**config.mk**
```make
export PLATFORM = sky130hd
export DESIGN_NAME = led_pattern_ctrl
export DESIGN_NICKNAME = d
export VERILOG_FILES = /design/src/rtl/led_pattern_ctrl.sv
export SDC_FILE = /design/constraint.sdc
export NUM_CORES = 1
export LEC_CHECK = 0
export CORE_MARGIN = 4
export CORE_UTILIZATION = 55
export DETAILED_ROUTE_END_ITERATION = 10
export DONT_BUFFER_PORTS = 1
export PLACE_DENSITY_LB_ADDON = 0.2
export SETUP_SLACK_MARGIN = 0.05
export SYNTH_ARGS = -nofsm -noshare
export SYNTH_HDL_FRONTEND = slang
export SYNTH_SLANG_ARGS = --single-unit
```
**constraint.sdc**
```tcl
create_clock -name clk -period 2.95 [get_ports clk]
set_input_delay 0.7375 -clock clk [delete_from_list [all_inputs] [get_ports clk]]
set_output_delay 0.7375 -clock clk [all_outputs]
set_load 0.005 [all_outputs]
```
**src/rtl/led_pattern_ctrl.sv**
```systemverilog
// Front-panel LED pattern controller.
// Buttons are synchronised, debounced and edge-detected; the resulting press
// pulses drive a mode FSM (IDLE/TOGGLE/COUNT/SHIFT) and a 4-step rate select.
// The selected pattern advances on a prescaled tick.
// Optional build macro PATTERN_PAUSE_EN adds btnL, which toggles a pause flag.

// One button lane: 2-flop synchroniser, debouncer, rising-edge press pulse.
module led_btn_cond #(
  parameter int DEBOUNCE_CYCLES = 1000000
) (
  input  logic clk,
  input  logic rst_n,
  input  logic btn_i,
  output logic press_o
);
  localparam int CW = $clog2(DEBOUNCE_CYCLES);

  logic [1:0]    sync_q;
  logic          deb_q;
  logic          deb_dly_q;
  logic          press_q;
  logic [CW-1:0] cnt_q;

  // Two-flop synchroniser; sync_q[1] is the clean level.
  always_ff @(posedge clk or negedge rst_n) begin
    if (!rst_n) sync_q <= '0;
    else        sync_q <= {sync_q[0], btn_i};
  end

  // Debounce: the new level must differ from the debounced level for
  // DEBOUNCE_CYCLES consecutive samples before it is accepted.
  always_ff @(posedge clk or negedge rst_n) begin
    if (!rst_n) begin
      deb_q <= 1'b0;
      cnt_q <= '0;
    end else if (sync_q[1] == deb_q) begin
      cnt_q <= '0;
    end else if (cnt_q == CW'(DEBOUNCE_CYCLES - 1)) begin
      deb_q <= sync_q[1];
      cnt_q <= '0;
    end else begin
      cnt_q <= cnt_q + 1'b1;
    end
  end

  // Registered one-cycle pulse on a debounced 0->1; releases are ignored.
  always_ff @(posedge clk or negedge rst_n) begin
    if (!rst_n) begin
      deb_dly_q <= 1'b0;
      press_q   <= 1'b0;
    end else begin
      deb_dly_q <= deb_q;
      press_q   <= deb_q & ~deb_dly_q;
    end
  end

  assign press_o = press_q;
endmodule

module led_pattern_ctrl #(
  parameter int DEBOUNCE_CYCLES = 1000000,
  parameter int TICK_CYCLES     = 25000000
) (
  input  logic       clk,
  input  logic       rst_n,
  input  logic       btnC,
  input  logic       btnU,
  input  logic       btnD,
`ifdef PATTERN_PAUSE_EN
  input  logic       btnL,
`endif
  output logic [7:0] led,
  output logic [1:0] mode,
  output logic [1:0] rate
);
  localparam int PW = $clog2(TICK_CYCLES);

`ifdef PATTERN_PAUSE_EN
  localparam int NUM_BTN = 4;
`else
  localparam int NUM_BTN = 3;
`endif

  typedef enum logic [1:0] {
    M_IDLE   = 2'd0,
    M_TOGGLE = 2'd1,
    M_COUNT  = 2'd2,
    M_SHIFT  = 2'd3
  } mode_e;

  logic [NUM_BTN-1:0] raw;
  logic [NUM_BTN-1:0] press;

  mode_e         mode_q;
  mode_e         mode_d;
  logic [7:0]    led_q;
  logic [7:0]    led_step;
  logic [7:0]    led_entry;
  logic [1:0]    rate_q;
  logic [1:0]    rate_d;
  logic [PW-1:0] pre_q;
  logic [PW-1:0] last_cnt;
  logic          mode_adv;
  logic          rate_up;
  logic          rate_dn;
  logic          rate_chg;
  logic          tick;
  logic          pause_hold;

  // Bit order: 0=C (mode), 1=U (faster), 2=D (slower), 3=L (pause).
`ifdef PATTERN_PAUSE_EN
  assign raw = {btnL, btnD, btnU, btnC};
`else
  assign raw = {btnD, btnU, btnC};
`endif

  led_btn_cond #(.DEBOUNCE_CYCLES(DEBOUNCE_CYCLES)) u_btn [NUM_BTN-1:0] (
    .clk     (clk),
    .rst_n   (rst_n),
    .btn_i   (raw),
    .press_o (press)
  );

`ifdef PATTERN_PAUSE_EN
  logic paused_q;

  // Pause flag toggles per btnL press; any mode change forces it clear.
  always_ff @(posedge clk or negedge rst_n) begin
    if (!rst_n)        paused_q <= 1'b0;
    else if (mode_adv) paused_q <= 1'b0;
    else if (press[3]) paused_q <= ~paused_q;
  end

  assign pause_hold = paused_q;
`else
  assign pause_hold = 1'b0;
`endif

  // Next mode/rate, entry value, tick detect and per-mode step value.
  always_comb begin
    mode_adv  = press[0];
    mode_d    = mode_e'(mode_q + 2'd1);
    led_entry = (mode_d == M_SHIFT) ? 8'h01 : 8'h00;
    // Opposite presses in the same cycle cancel.
    rate_up   = press[1] & ~press[2];
    rate_dn   = press[2] & ~press[1];
    rate_d    = rate_q;
    if (rate_up && rate_q != 2'd3)      rate_d = rate_q + 2'd1;
    else if (rate_dn && rate_q != 2'd0) rate_d = rate_q - 2'd1;
    rate_chg  = (rate_d != rate_q);
    last_cnt  = PW'((TICK_CYCLES >> rate_q) - 1);
    tick      = (pre_q == last_cnt);
    case (mode_q)
      M_TOGGLE: led_step = ~led_q;
      M_COUNT:  led_step = led_q + 8'd1;
      M_SHIFT:  led_step = {led_q[6:0], led_q[7]};
      default:  led_step = 8'h00;
    endcase
  end

  // Mode FSM, rate, prescaler and LED register. Mode change beats rate
  // change beats tick; a discarded tick still restarts the prescaler at 0.
  always_ff @(posedge clk or negedge rst_n) begin
    if (!rst_n) begin
      mode_q <= M_IDLE;
      led_q  <= 8'h00;
      rate_q <= 2'd0;
      pre_q  <= '0;
    end else if (mode_adv) begin
      mode_q <= mode_d;
      led_q  <= led_entry;
      rate_q <= rate_d;
      pre_q  <= '0;
    end else if (rate_chg) begin
      rate_q <= rate_d;
      pre_q  <= '0;
    end else if (!pause_hold) begin
      if (tick) begin
        pre_q <= '0;
        led_q <= led_step;
      end else begin
        pre_q <= pre_q + 1'b1;
      end
    end
  end

  assign led  = led_q;
  assign mode = mode_q;
  assign rate = rate_q;
endmodule
```
==> results.md <==
Setup path:
- The launch point of the worst reg-to-reg path is rate[0].
- The maximum fanout count along the critical path is 7.
- The capturing element type of the critical path is a register.
- The cell count of the worst reg-to-reg path is 9.
- The endpoint arrival time on the critical path is between 2000 and 3000 ps.
- The worst register-to-register path has a setup slack of ~250 ps.
- The capturing point of the worst reg2reg path is led[4].
- STA classifies the critical path startpoint as a register.
- The slowest cell on the critical path is sky130_fd_sc_hd__or4_4.
- The critical path start-end classification is reg2reg.
- The data required time of the worst path is ~3200 ps.
- Traced cell by cell, the critical path runs through inv_1 > ha_1 > inv_1 > ha_1 > xor2_1 > nand4_1 > or4_4 > o41a_4 > a22o_1.
- The maximum single-stage delay on the critical path is between 500 and 600 ps.

Yosys:
- The post-synthesis instance total is 560.
- The number of flops mapped to enable cells by yosys is 0.
- After synthesis, the cell types taking the most area are sky130_fd_sc_hd__dfrtp_1 (50%), sky130_fd_sc_hd__xor2_1 (8.0%), sky130_fd_sc_hd__nor2_1 (6.9%).
- Yosys printed 0 warnings.
- After synthesis, the largest area contributor takes up between 40% and 50% of total cell area.
- Synthesis inferred around 110 register bits.
- The portion of netlist area occupied by mux cells is roughly 1.2%.
- The parity-gate share of the synthesized area counting xor and xnor cells is ~14%.
- The share of the yosys chip area belonging to registers is about half.
- After synthesis, the largest family of logic cells by area is simple AND/OR/NAND/NOR gates.
- Each instance of the synthesized netlist takes up on average around 10 sq um.
- The post-synth design cell area is about 0.0056 sq mm.
- Of the total synthesized cell area, the portion taken by full adders, half adders and majority gates is under 10%.
- The synthesized netlist net count is a little under 600.
- Summing the areas of all compound-gate instances in the mapped netlist gives ~5.3% of the synthesized area.
- The fraction of registers with async set/reset is 100%.
- The number of distinct library cells after synthesis is 50.
- After Yosys synthesis, and, or, nand and nor cells account for about a quarter of the synthesized area.
- sky130_fd_sc_hd__dfrtp_1 takes more of the synthesized area than any other cell.
- The most used flip-flop cell after synthesis is sky130_fd_sc_hd__dfrtp_1.

Floorplan:
- The total number of placement rows is 36.
- The floorplan step defined a die boundary enclosing around 0.012 sq mm.
- From bottom edge to top edge, the die measures about 110 um.
- The horizontal extent of the die is about 110 um.
- The number of top-level pins is 17.
- The core footprint is 0.00986 sq mm.
- The initial utilization of the core area, before any placement, comes to between 50% and 60%.

Place:
- Once detailed placement completed, the half-perimeter wirelength came to approximately 6.7 mm.
- OpenSTA, run right after detailed placement, puts the worst setup slack at between 150 and 200 ps.
- At the end of routability-driven placement, the weighted congestion stood at 0.827.
- The number of input and output port buffers inserted is 0.

Global route:
- The via count of the first global-routing pass is approximately 3800.
- The number of antenna violations at the first check in global routing is 0.
- After global routing the overflow that remains totals 0.
- The first global-routing pass estimated ~18 mm of wire.
- The maximum number of pins on one net before global-route repair is between 100 and 150.
- Global routing consumed, over all layers together, 18.6% of the routing resources.

Power and ir drop:
- The relative contribution of sequential cells to total power is a little over three fifths.
- The worst vdd rail ir drop is 0.261 mV.
- Dividing total power by cell area gives a power density of roughly 420 mW/mm^2.
- In this run, the clock network consumes a little over a third of the power.
- The power spent charging and discharging nets is 0.000589 W.
- The internal power of the cells totals approximately 0.0019 W.
- In this run switching power makes up 23.8% of total power.
- Summed over all cells, the static leakage comes to approximately 2.6 nW.
- The share of power burned in combinational logic is 1.4%.

Finish:
- The synthesis-to-finish area growth is 5.99%.
- The number of fill cells is between 800 and 900.
- The fraction of layout cells with a size suffix above 1 is under 10%.
- The total inserted antenna cells is 0.
- The net count of the finished layout is 583.

Clocking:
- The cell chosen for the clock root is sky130_fd_sc_hd__clkbuf_8.
- Counting every sink on the clock net gives approximately 110.
- The deepest clock path buffer count is 2.
- Clock-pin slew was measured on the worst setup and hold paths at between 100 and 150 ps.
- The clock tree from TritonCTS is yes.
- Buffers inserted during clock tree synthesis total 9.
- The H-tree generated during clock tree synthesis spans 3 levels.
- The quantity of hold-fixing buffers added after cts is 0.
- The later pin in the worst-skew pair is clocked with a latency of around 400 ps.

Timing:
- Setup slack closes at between 200 and 300 ps.
- Setup total negative slack on the finished layout was measured at 0 ps.
- The final number of max-transition violations is 0.
- In this run the tightest slew margin relative to its limit is between 40% and 50%.
- The upper clock frequency limit is 370 MHz.
- The number of failing setup endpoints in the final timing report is 0.
- The minimum clock period after layout is 2700 ps.
- The final clock period utilization by the worst path is between 90% and 100%.
- At the pin with the least slew margin, the transition time is around 840 ps.
- Clock skew on the completed layout was measured at 12.1 ps.
- The total count of hold-check failures in the final report is 0.
- Setup repair after global routing left no endpoint under its margin.

Routing:
- In the routed layout, each cell is associated on average with a via count of ~5.6.
- The average routed wire per standard cell is ~14 um.
- Summing over every cut layer, the via total after detailed routing is between 3000 and 4000.
- In this run, the number of DRC markers left after iteration 0 of detailed routing was between 200 and 300.
- The total wirelength of the detailed-routed design is 9.94 mm.
- Once detail routing completed, the nets flagged for antenna violations numbered 0.
- The number of iterations in the first detailed-routing pass is 4.
- The number of DRC violations after detailed routing is 0.

Worst hold path:
- In this run the worst hold path is classified as in2async.

Outcome:
- The run finished with clean final reports.

Run:
- Across the run, the number of max-cap violations was 0.
[synthesized netlist by cell type (3+ instances only)]
cell type,instances
sky130_fd_sc_hd__mux2_2,4
sky130_fd_sc_hd__xor2_1,51
sky130_fd_sc_hd__nand2_1,30
sky130_fd_sc_hd__xnor2_1,39
sky130_fd_sc_hd__a21oi_1,6
sky130_fd_sc_hd__ha_1,17
sky130_fd_sc_hd__clkbuf_1,10
sky130_fd_sc_hd__a32oi_1,3
sky130_fd_sc_hd__nor2b_1,6
sky130_fd_sc_hd__inv_1,16
sky130_fd_sc_hd__nor4b_1,4
sky130_fd_sc_hd__and4_1,7
sky130_fd_sc_hd__nand3_1,32
sky130_fd_sc_hd__o21ai_0,9
sky130_fd_sc_hd__a22o_1,7
sky130_fd_sc_hd__nor3b_1,4
sky130_fd_sc_hd__nor2_1,103
sky130_fd_sc_hd__nand4_1,23
sky130_fd_sc_hd__buf_2,5
sky130_fd_sc_hd__and3_1,13
sky130_fd_sc_hd__dfrtp_1,112
sky130_fd_sc_hd__nor3_1,8
sky130_fd_sc_hd__nor4_1,10
sky130_fd_sc_hd__and3b_1,3
sky130_fd_sc_hd__and2_1,5
sky130_fd_sc_hd__nand3b_1,4
[how the worst max path moves through the flow]
stage | from | end | slack, ps | cells after the start
after floorplan | rate[0] | led[3] | 290 | 10
after global placement | rate[0] | led[4] | 240 | 9
after detailed placement | rate[0] | led[4] | 170 | 9
after CTS | rate[0] | led[4] | 160 | 9
after global routing | rate[0] | led[4] | 90 | 9
final | rate[0] | led[4] | 250 | 9
[routing by layer]
metal	up-vias	share of wire, %	routed length (um)	track usage (%)
met2	38	46	4560	27.9
met1	1916	50	4940	26.2
met3	18	2.2	222	2.90
met5	-	0	0	0
li1	1922	-	-	-
met4	0	2.2	218	9.20
[critical path, delay by kind of cell, from the launching register on]
kind	cells	cell delay, ps
AOI/OAI and AO/OA	2	670
xor gates and xnor gates	1	140
adders and majority gates	2	440
buffers and inverters	2	210
DFF	1	450
and+or+nand+nor	2	700
[cell usage in the layout, fill, tap and decap left out, drive strengths merged, types with 2 or more instances in the layout]
cell type | netlist | routed
a21oi | 6 | 6
a22o | 7 | 7
a32oi | 3 | 3
a41oi | 2 | 2
and2 | 5 | 5
and3 | 13 | 13
and3b | 3 | 3
and4 | 7 | 7
buf | 6 | 6
clkbuf | 10 | 9
clkinv | 0 | 3
clkinvlp | 0 | 2
dfrtp | 112 | 112
ha | 17 | 17
inv | 16 | 18
mux2 | 4 | 4
mux2i | 2 | 2
nand2 | 30 | 30
nand3 | 32 | 32
nand3b | 4 | 4
nand4 | 23 | 23
nor2 | 103 | 103
nor2b | 6 | 6
nor3 | 9 | 9
nor3b | 4 | 4
nor4 | 10 | 10
nor4b | 4 | 4
o21ai | 11 | 11
o41a | 2 | 2
or2 | 2 | 2
or3 | 2 | 2
or4 | 2 | 2
xnor2 | 39 | 39
xor2 | 51 | 51
[through the flow]
stage                     cell area [sq um]  std cells  total power (W)  hold WS, ps  utilization (%)
after floorplan                        5620        560          0.00162          331                -
after global placement                 5760        683          0.00162          334             58.4
after detailed placement               5760        683          0.00163          335             58.4
after CTS                              5950        699          0.00251         5.50             60.3
after global routing                   5950        699          0.00258         2.52             60.4
final                                  5950        699          0.00247         35.0             60.4
[logic make-up after synthesis]
| kind of cell | count (synthesis) |
|---|---|
| AO/OA/AOI/OAI | 40 |
| buffers and inverters | 32 |
| XOR/XNOR | 90 |
| AND/OR/NAND/NOR | 263 |
| flip-flops | 112 |
| adder cells (fa/ha/maj) | 17 |
| multiplexers | 6 |
[repair_timing]
item | in CTS | in global routing
buffers inserted | 0 | 0
endpoints found under the setup margin | 0 | 7
resized for setup | 0 | 1
[area by class of cell]
cell class	instances	area (sq um)	area share, %
clock buffers	9	124	2.08
flip-flops and latches	112	2800	47.1
well taps	133	166	2.80
repair buffers	6	45.0	0.757
clock inverters	7	63.8	1.07
inverters	16	60.1	1.01
multi-input cells	416	2690	45.2
[sequential cells by signal, indices dropped and copies added, names as in the netlist]
register and count:
led 8, mode 2, pre_q 25, rate 2, u_btn.cnt_q 60, u_btn.deb_dly_q 3
u_btn.deb_q 3, u_btn.press_o 3, u_btn.sync_q 6
[power by group through the flow]
stage	registers (W)	logic (W)	clock network, W
finish	0.00156	0.0000355	0.000878
global route	0.00156	0.0000416	0.000970
CTS	0.00156	0.0000361	0.000918
detailed placement	0.00159	0.0000359	0
global placement	0.00159	0.0000347	0
floorplan	0.00159	0.0000305	0
Power figures use the tool's default switching activity.
